File: config.mk
export PLATFORM = sky130hd
export DESIGN_NAME = lsu
export DESIGN_NICKNAME = d
export VERILOG_FILES = /design/src/rtl/lsu.sv
export SDC_FILE = /design/constraint.sdc
export NUM_CORES = 1
export LEC_CHECK = 0
export ABC_AREA = 1
export ABC_CLOCK_PERIOD_IN_PS = 3250
export BUFFER_PORTS_ARGS = -buffer_cell sky130_fd_sc_hd__buf_2
export CORE_MARGIN = 2
export CORE_UTILIZATION = 54
export CTS_CLUSTER_DIAMETER = 120
export DETAILED_ROUTE_END_ITERATION = 10
export HOLD_SLACK_MARGIN = 0.12
export PLACE_DENSITY = 0.85
export SLEW_MARGIN = 20
export SYNTH_ARGS = -nofsm -noshare
export SYNTH_HDL_FRONTEND = slang
export SYNTH_SLANG_ARGS = --single-unit
File: constraint.sdc
create_clock -name clk -period 3.25 [get_ports clk]
set_input_delay 0.65 -clock clk [delete_from_list [all_inputs] [get_ports clk]]
set_output_delay 0.65 -clock clk [all_outputs]
set_load 0.01 [all_outputs]
File: src/rtl/lsu.sv
`default_nettype none
// ============================================================================
//  Module   : lsu
//  Purpose  : Multi-cycle RV32I load/store unit. Accepts one request at a time
//             from EXECUTE, drives a word-wide synchronous data RAM with byte
//             enables and returns an extended load value, a store acknowledge
//             or an error flag to WRITE_BACK.
//  Ports    : clk, rst (sync, active-low)
//             req_*  : request handshake from EXECUTE (valid/ready, we,
//                      funct3, byte address, store data)
//             resp_* : one-cycle response pulse (rdata, err)
//             mem_*  : data RAM strobe, byte-lane write enables, word address,
//                      lane-replicated write data, read data
//  Revision : 1.0 - initial release
// ============================================================================
module lsu #(
   parameter int ADDR_W  = 7,
   parameter int MEM_LAT = 1
) (
   input  logic              clk,
   input  logic              rst,
   input  logic              req_valid,
   output logic              req_ready,
   input  logic              req_we,
   input  logic [2:0]        req_funct3,
   input  logic [31:0]       req_addr,
   input  logic [31:0]       req_wdata,
   output logic              resp_valid,
   output logic [31:0]       resp_rdata,
   output logic              resp_err,
   output logic              mem_en,
   output logic [3:0]        mem_we,
   output logic [ADDR_W-1:0] mem_addr,
   output logic [31:0]       mem_wdata,
   input  logic [31:0]       mem_rdata
);

   localparam logic [1:0] S_IDLE   = 2'd0;
   localparam logic [1:0] S_ACCESS = 2'd1;
   localparam logic [1:0] S_WAIT   = 2'd2;
   localparam logic [1:0] S_RESP   = 2'd3;

   logic [1:0]        state_q, state_d;
   logic [2:0]        cnt_q, cnt_d;
   logic              we_q, we_d;
   logic [2:0]        f3_q, f3_d;
   logic [1:0]        addr_q, addr_d;
   logic              err_q, err_d;
   logic [31:0]       ld_q, ld_d;

   logic              mem_en_q, mem_en_d;
   logic [3:0]        mem_we_q, mem_we_d;
   logic [ADDR_W-1:0] mem_addr_q, mem_addr_d;
   logic [31:0]       mem_wdata_q, mem_wdata_d;
   logic              resp_valid_q, resp_valid_d;
   logic [31:0]       resp_rdata_q, resp_rdata_d;
   logic              resp_err_q, resp_err_d;

   logic              w_accept;
   logic              w_illegal;
   logic [31:0]       w_shift;
   logic [31:0]       w_ld_ext;

   // Address bits above the RAM window are ignored, so accesses wrap.
   logic              w_unused_addr_hi;
   assign w_unused_addr_hi = ^req_addr[31:ADDR_W+2];

   assign req_ready = (state_q == S_IDLE) && rst;
   assign w_accept  = req_valid && req_ready;

   // Request legality: unsupported funct3 or an address not aligned to size.
   always_comb begin
      w_illegal = 1'b0;
      if (req_we) begin
         case (req_funct3)
            3'd0:    w_illegal = 1'b0;
            3'd1:    w_illegal = req_addr[0];
            3'd2:    w_illegal = |req_addr[1:0];
            default: w_illegal = 1'b1;
         endcase
      end else begin
         case (req_funct3)
            3'd0, 3'd4: w_illegal = 1'b0;
            3'd1, 3'd5: w_illegal = req_addr[0];
            3'd2:       w_illegal = |req_addr[1:0];
            default:    w_illegal = 1'b1;
         endcase
      end
   end

   // Align the addressed byte/half to bit 0, then extend per funct3.
   assign w_shift = mem_rdata >> {addr_q, 3'b000};

   always_comb begin
      case (f3_q)
         3'd0:    w_ld_ext = {{24{w_shift[7]}}, w_shift[7:0]};
         3'd1:    w_ld_ext = {{16{w_shift[15]}}, w_shift[15:0]};
         3'd4:    w_ld_ext = {24'd0, w_shift[7:0]};
         3'd5:    w_ld_ext = {16'd0, w_shift[15:0]};
         default: w_ld_ext = w_shift;
      endcase
   end

   // ---------------------------------------------------------------- state reg
   always_ff @(posedge clk) begin
      if (!rst) begin
         state_q <= S_IDLE;
      end else begin
         state_q <= state_d;
      end
   end

   // --------------------------------------------------------------- next state
   always_comb begin
      state_d = state_q;
      case (state_q)
         S_IDLE:   if (w_accept) state_d = w_illegal ? S_RESP : S_ACCESS;
         S_ACCESS: state_d = we_q ? S_RESP : S_WAIT;
         S_WAIT:   if (cnt_q == 3'd1) state_d = S_RESP;
         S_RESP:   state_d = S_IDLE;
         default:  state_d = S_IDLE;
      endcase
   end

   // ------------------------------------------------------------------ outputs
   // RAM controls are registered on the accepting edge so mem_en is high for
   // exactly the ACCESS cycle. Response outputs are registered from the RESP
   // state, so the pulse appears on the edge leaving RESP.
   always_comb begin
      we_d        = we_q;
      f3_d        = f3_q;
      addr_d      = addr_q;
      err_d       = err_q;
      ld_d        = ld_q;
      cnt_d       = cnt_q;
      mem_en_d    = 1'b0;
      mem_we_d    = 4'b0000;
      mem_addr_d  = mem_addr_q;
      mem_wdata_d = mem_wdata_q;

      if (w_accept) begin
         we_d   = req_we;
         f3_d   = req_funct3;
         addr_d = req_addr[1:0];
         err_d  = w_illegal;
         ld_d   = 32'd0;
         if (!w_illegal) begin
            mem_en_d   = 1'b1;
            mem_addr_d = req_addr[ADDR_W+1:2];
            if (req_we) begin
               case (req_funct3[1:0])
                  2'd0: begin
                     mem_we_d    = 4'b0001 << req_addr[1:0];
                     mem_wdata_d = {4{req_wdata[7:0]}};
                  end
                  2'd1: begin
                     mem_we_d    = req_addr[1] ? 4'b1100 : 4'b0011;
                     mem_wdata_d = {2{req_wdata[15:0]}};
                  end
                  default: begin
                     mem_we_d    = 4'b1111;
                     mem_wdata_d = req_wdata;
                  end
               endcase
            end
         end
      end

      if ((state_q == S_ACCESS) && !we_q) begin
         cnt_d = 3'(MEM_LAT);
      end else if (state_q == S_WAIT) begin
         cnt_d = cnt_q - 3'd1;
         if (cnt_q == 3'd1) ld_d = w_ld_ext;
      end

      resp_valid_d = (state_q == S_RESP);
      resp_err_d   = (state_q == S_RESP) && err_q;
      resp_rdata_d = ((state_q == S_RESP) && !err_q && !we_q) ? ld_q : 32'd0;
   end

   always_ff @(posedge clk) begin
      if (!rst) begin
         cnt_q        <= 3'd0;
         we_q         <= 1'b0;
         f3_q         <= 3'd0;
         addr_q       <= 2'd0;
         err_q        <= 1'b0;
         ld_q         <= 32'd0;
         mem_en_q     <= 1'b0;
         mem_we_q     <= 4'b0000;
         mem_addr_q   <= '0;
         mem_wdata_q  <= 32'd0;
         resp_valid_q <= 1'b0;
         resp_rdata_q <= 32'd0;
         resp_err_q   <= 1'b0;
      end else begin
         cnt_q        <= cnt_d;
         we_q         <= we_d;
         f3_q         <= f3_d;
         addr_q       <= addr_d;
         err_q        <= err_d;
         ld_q         <= ld_d;
         mem_en_q     <= mem_en_d;
         mem_we_q     <= mem_we_d;
         mem_addr_q   <= mem_addr_d;
         mem_wdata_q  <= mem_wdata_d;
         resp_valid_q <= resp_valid_d;
         resp_rdata_q <= resp_rdata_d;
         resp_err_q   <= resp_err_d;
      end
   end

   assign mem_en     = mem_en_q;
   assign mem_we     = mem_we_q;
   assign mem_addr   = mem_addr_q;
   assign mem_wdata  = mem_wdata_q;
   assign resp_valid = resp_valid_q;
   assign resp_rdata = resp_rdata_q;
   assign resp_err   = resp_err_q;

endmodule
`default_nettype wire

==> flow_summary.yaml <==
status:
  outcome: "completed"
setup_path:
  cp.required_ps: 3660
  critPathCaptureType: "flip-flop"
  worstSetupStartpointType: "flip-flop"
  timing.rr.end: "ld_q[14]"
  cp_top_family: "buffers and inverters"
  regToRegSetupSlack_ps: 890
  crit_path_max_incr_delay_ps: 380
  arrival_ps: 2770
  reg2reg_depth: 11
  crit_fanout: 34
  cp.buffers_inverters: 6
  crit_path_top_delay_cell: "dfxtp_1"
  crit_type: "flip-flop to flip-flop"
  path_common_cell: "inv_1"
  crit_path_cell_trace: "inv_1, ha_1, inv_1, nor2_1, inv_1, nand3_1, buf_4, inv_2, nand2_1, o21ai_0, inv_1"
  worstReg2RegStart: "state_q[1]"
global_route:
  grt_start_max_net_pins: 52
  grt_first_pass_wirelength_um: 24280
  grt-ovfl-total: 0
  antenna_found_initial: 1
  grt_use_total_pct: 27.50
  grt_pass1_vias: 5279
timing:
  fmax_ghz: 0.4232
  period_minus_slack_ps: 2363
  finalCritPeriodShare_pct: 72.71
  setup_viol: 0
  setup_ws_ps: 887.1
  whs_ps: 394.6
  rsz0062_at_grt: "no"
  drv_slew: 0
  clock_skew_ps: 7.453
  finalHoldViolations: 0
  max-slew-margin-rel_pct: 54.93
  tightest_slew_ps: 675.3
  fin_tns_setup_ps: 0
pwr:
  p_per_area_nw_per_um2: 666.2
  ir_drop_mv: 0.3516
  power.leakage_nw: 3.445
synthesis:
  synthFlopType: "dfxtp_1"
  yosysSeqAreaShare_pct: 45.33
  ys_ff_latch: 122
  yosysTopAreaCell: "dfxtp_1"
  ys_warn_count: 0
  syn_nets: 891
  synth_top_area_share_pct: 45.33
  yosys-top-cells-area: "dfxtp_1, nand2_1, a21oi_1"
  ys_types: 28
  synth_edf_count: 0
  synthesis.area_um2: 5388
  synth_area_per_cell_um2: 6.898
  synthCells: 781
  synthArstFlopShare_pct: 0
hold_path:
  min-delay-start: "req_wdata[7]"
  hp-class: "input port to flip-flop"
  holdPathStages: 3
  min_to: "mem_wdata[7]"
run:
  maxCapViolations: 0
floorplanning:
  fp.dieH_um: 103.9
  die_area_um2: 10790
  pin_count: 182
  num_rows: 36
  start_util_pct: 55.38
  fp.dieW_um: 103.9
  coreArea_um2: 9729
clocking:
  cts_tree: "built"
  postCtsSetupBuffers: 0
  cts_root_buf: "clkbuf_8"
  cts_buffers: 17
  clk_latency_ps: 520
  clock-sinks: 122
  cts_resized: 0
  path_clk_slew_ps: 60
  cts_max_path_buffers: 2
  cts_hold_buf: 0
  htree_levels: 4
detailed_routing:
  vias: 5568
  ant_nets: 0
  firstDrtPassIters: 6
  routed_via_density: 5.199
  drt_iter0_drc: 277
  route.detailed.drc: 0
  wl_per_cell_um: 13.60
  wirelength_um: 14560
cells_and_area:
  synthToLayoutAreaGrowth_pct: 26.61
  drive_gt1_share_pct: 22.41
  fillerInstances: 847
  utilization_pct: 70.11
  finalNetCount: 1034
placement:
  routabilityCongestion: 0.8825
  hpwlAfterDp_um: 9435
  pre_cts_slack_ps: 895.2
  io_buffer_count: 158
-- placed cells by master (no fill, tap or decap), types with 11 or more instances in the layout --
cell type  count
nand2_1      164
buf_2        158
dfxtp_1      122
inv_1        110
nor2_1        96
a21oi_1       90
o21ai_0       56
o21ai_1       27
nand3_1       20
clkbuf_16     16
nand4_1       11
-- worst max-delay path by stage --
stage	end	cells past startpoint	start	slack, ps
after floorplan	mem_wdata[10]	7	req_funct3[1]	1540
after global placement	mem_wdata[16]	7	req_funct3[1]	980
after detailed placement	mem_wdata[21]	7	req_funct3[1]	900
after CTS	ld_q[9]	11	state_q[1]	980
after global routing	ld_q[10]	11	state_q[1]	800
final	ld_q[14]	11	state_q[1]	890
-- synthesized netlist by cell type, types with 2 or more instances --
master / count
nand2_1: 164
dfxtp_1: 122
inv_1: 110
nor2_1: 96
a21oi_1: 90
o21ai_0: 56
o21ai_1: 27
clkbuf_1: 26
nand3_1: 20
nand4_1: 11
buf_2: 10
o31ai_1: 10
nor3_1: 8
ha_1: 7
buf_6: 4
inv_2: 3
nand2_2: 3
and3_1: 2
buf_1: 2
clkinv_1: 2
-- metrics by stage --
stage | std cells | cell area, µm² | power (mW)
after detailed placement | 1038 | 6205 | 2.587
final | 1071 | 6822 | 4.545
after floorplan | 781 | 5388 | 2.343
after CTS | 1070 | 6819 | 4.541
after global placement | 1038 | 6205 | 2.567
after global routing | 1070 | 6819 | 4.778
-- layout make-up --
cell class	instances	area, µm²	share of cell area, %
multi-input cells	501	2305	33.79
clock buffers	17	414.1	6.071
inverters	116	440.4	6.456
flip-flops and latches	122	2442	35.80
diodes	1	2.502	0.03668
repair buffers	166	850.8	12.47
well taps	133	166.4	2.439
clock inverters	15	200.2	2.935
-- cell families (layout without fill, tap and decap cells) --
family | Yosys count | count (layout) | synth area share, %
AO/OA/AOI/OAI | 185 | 185 | 17.74
adder cells (fa/ha/maj) | 7 | 7 | 1.626
buffers and inverters | 158 | 314 | 11.89
flip-flops | 122 | 122 | 45.33
other | 0 | 1 | 0
AND/OR/NAND/NOR | 309 | 309 | 23.41
-- registers in the layout, summed over array words and instances, names as in the netlist --
signal,flops
mem_en,1
resp_valid,1
we_q,1
f3_q,3
resp_rdata,32
mem_addr,7
state_q,2
cnt_q,3
ld_q,32
mem_we,4
err_q,1
addr_q,2
resp_err,1
mem_wdata,32
-- power breakdown --
part / switching (mW) / leakage, nW / internal [mW] / total, mW
clock network: 0.705 / 0.290 / 1.24 / 1.95
logic: 0.607 / 2.17 / 0.296 / 0.902
registers: 0.0781 / 0.987 / 1.61 / 1.69
total: 1.39 / 3.45 / 3.16 / 4.54
-- worst register-to-register path: cells and delay by family (launching register included) --
kind	cells	cell delay [ps]
AO/OA/AOI/OAI	1	260
adder cells (fa/ha/maj)	1	190
buffers and inverters	6	990
flip-flops	1	380
AND/OR/NAND/NOR	3	430
-- layer usage --
metal,GRT usage (%),vias up,wire [µm]
met5,0,-,0
met4,10.04,0,337
met3,8.772,32,1502
met2,46.76,292,7106
met1,32.59,2483,5617
li1,-,2761,-
No activity file was read; power rests on OpenSTA's default activity.
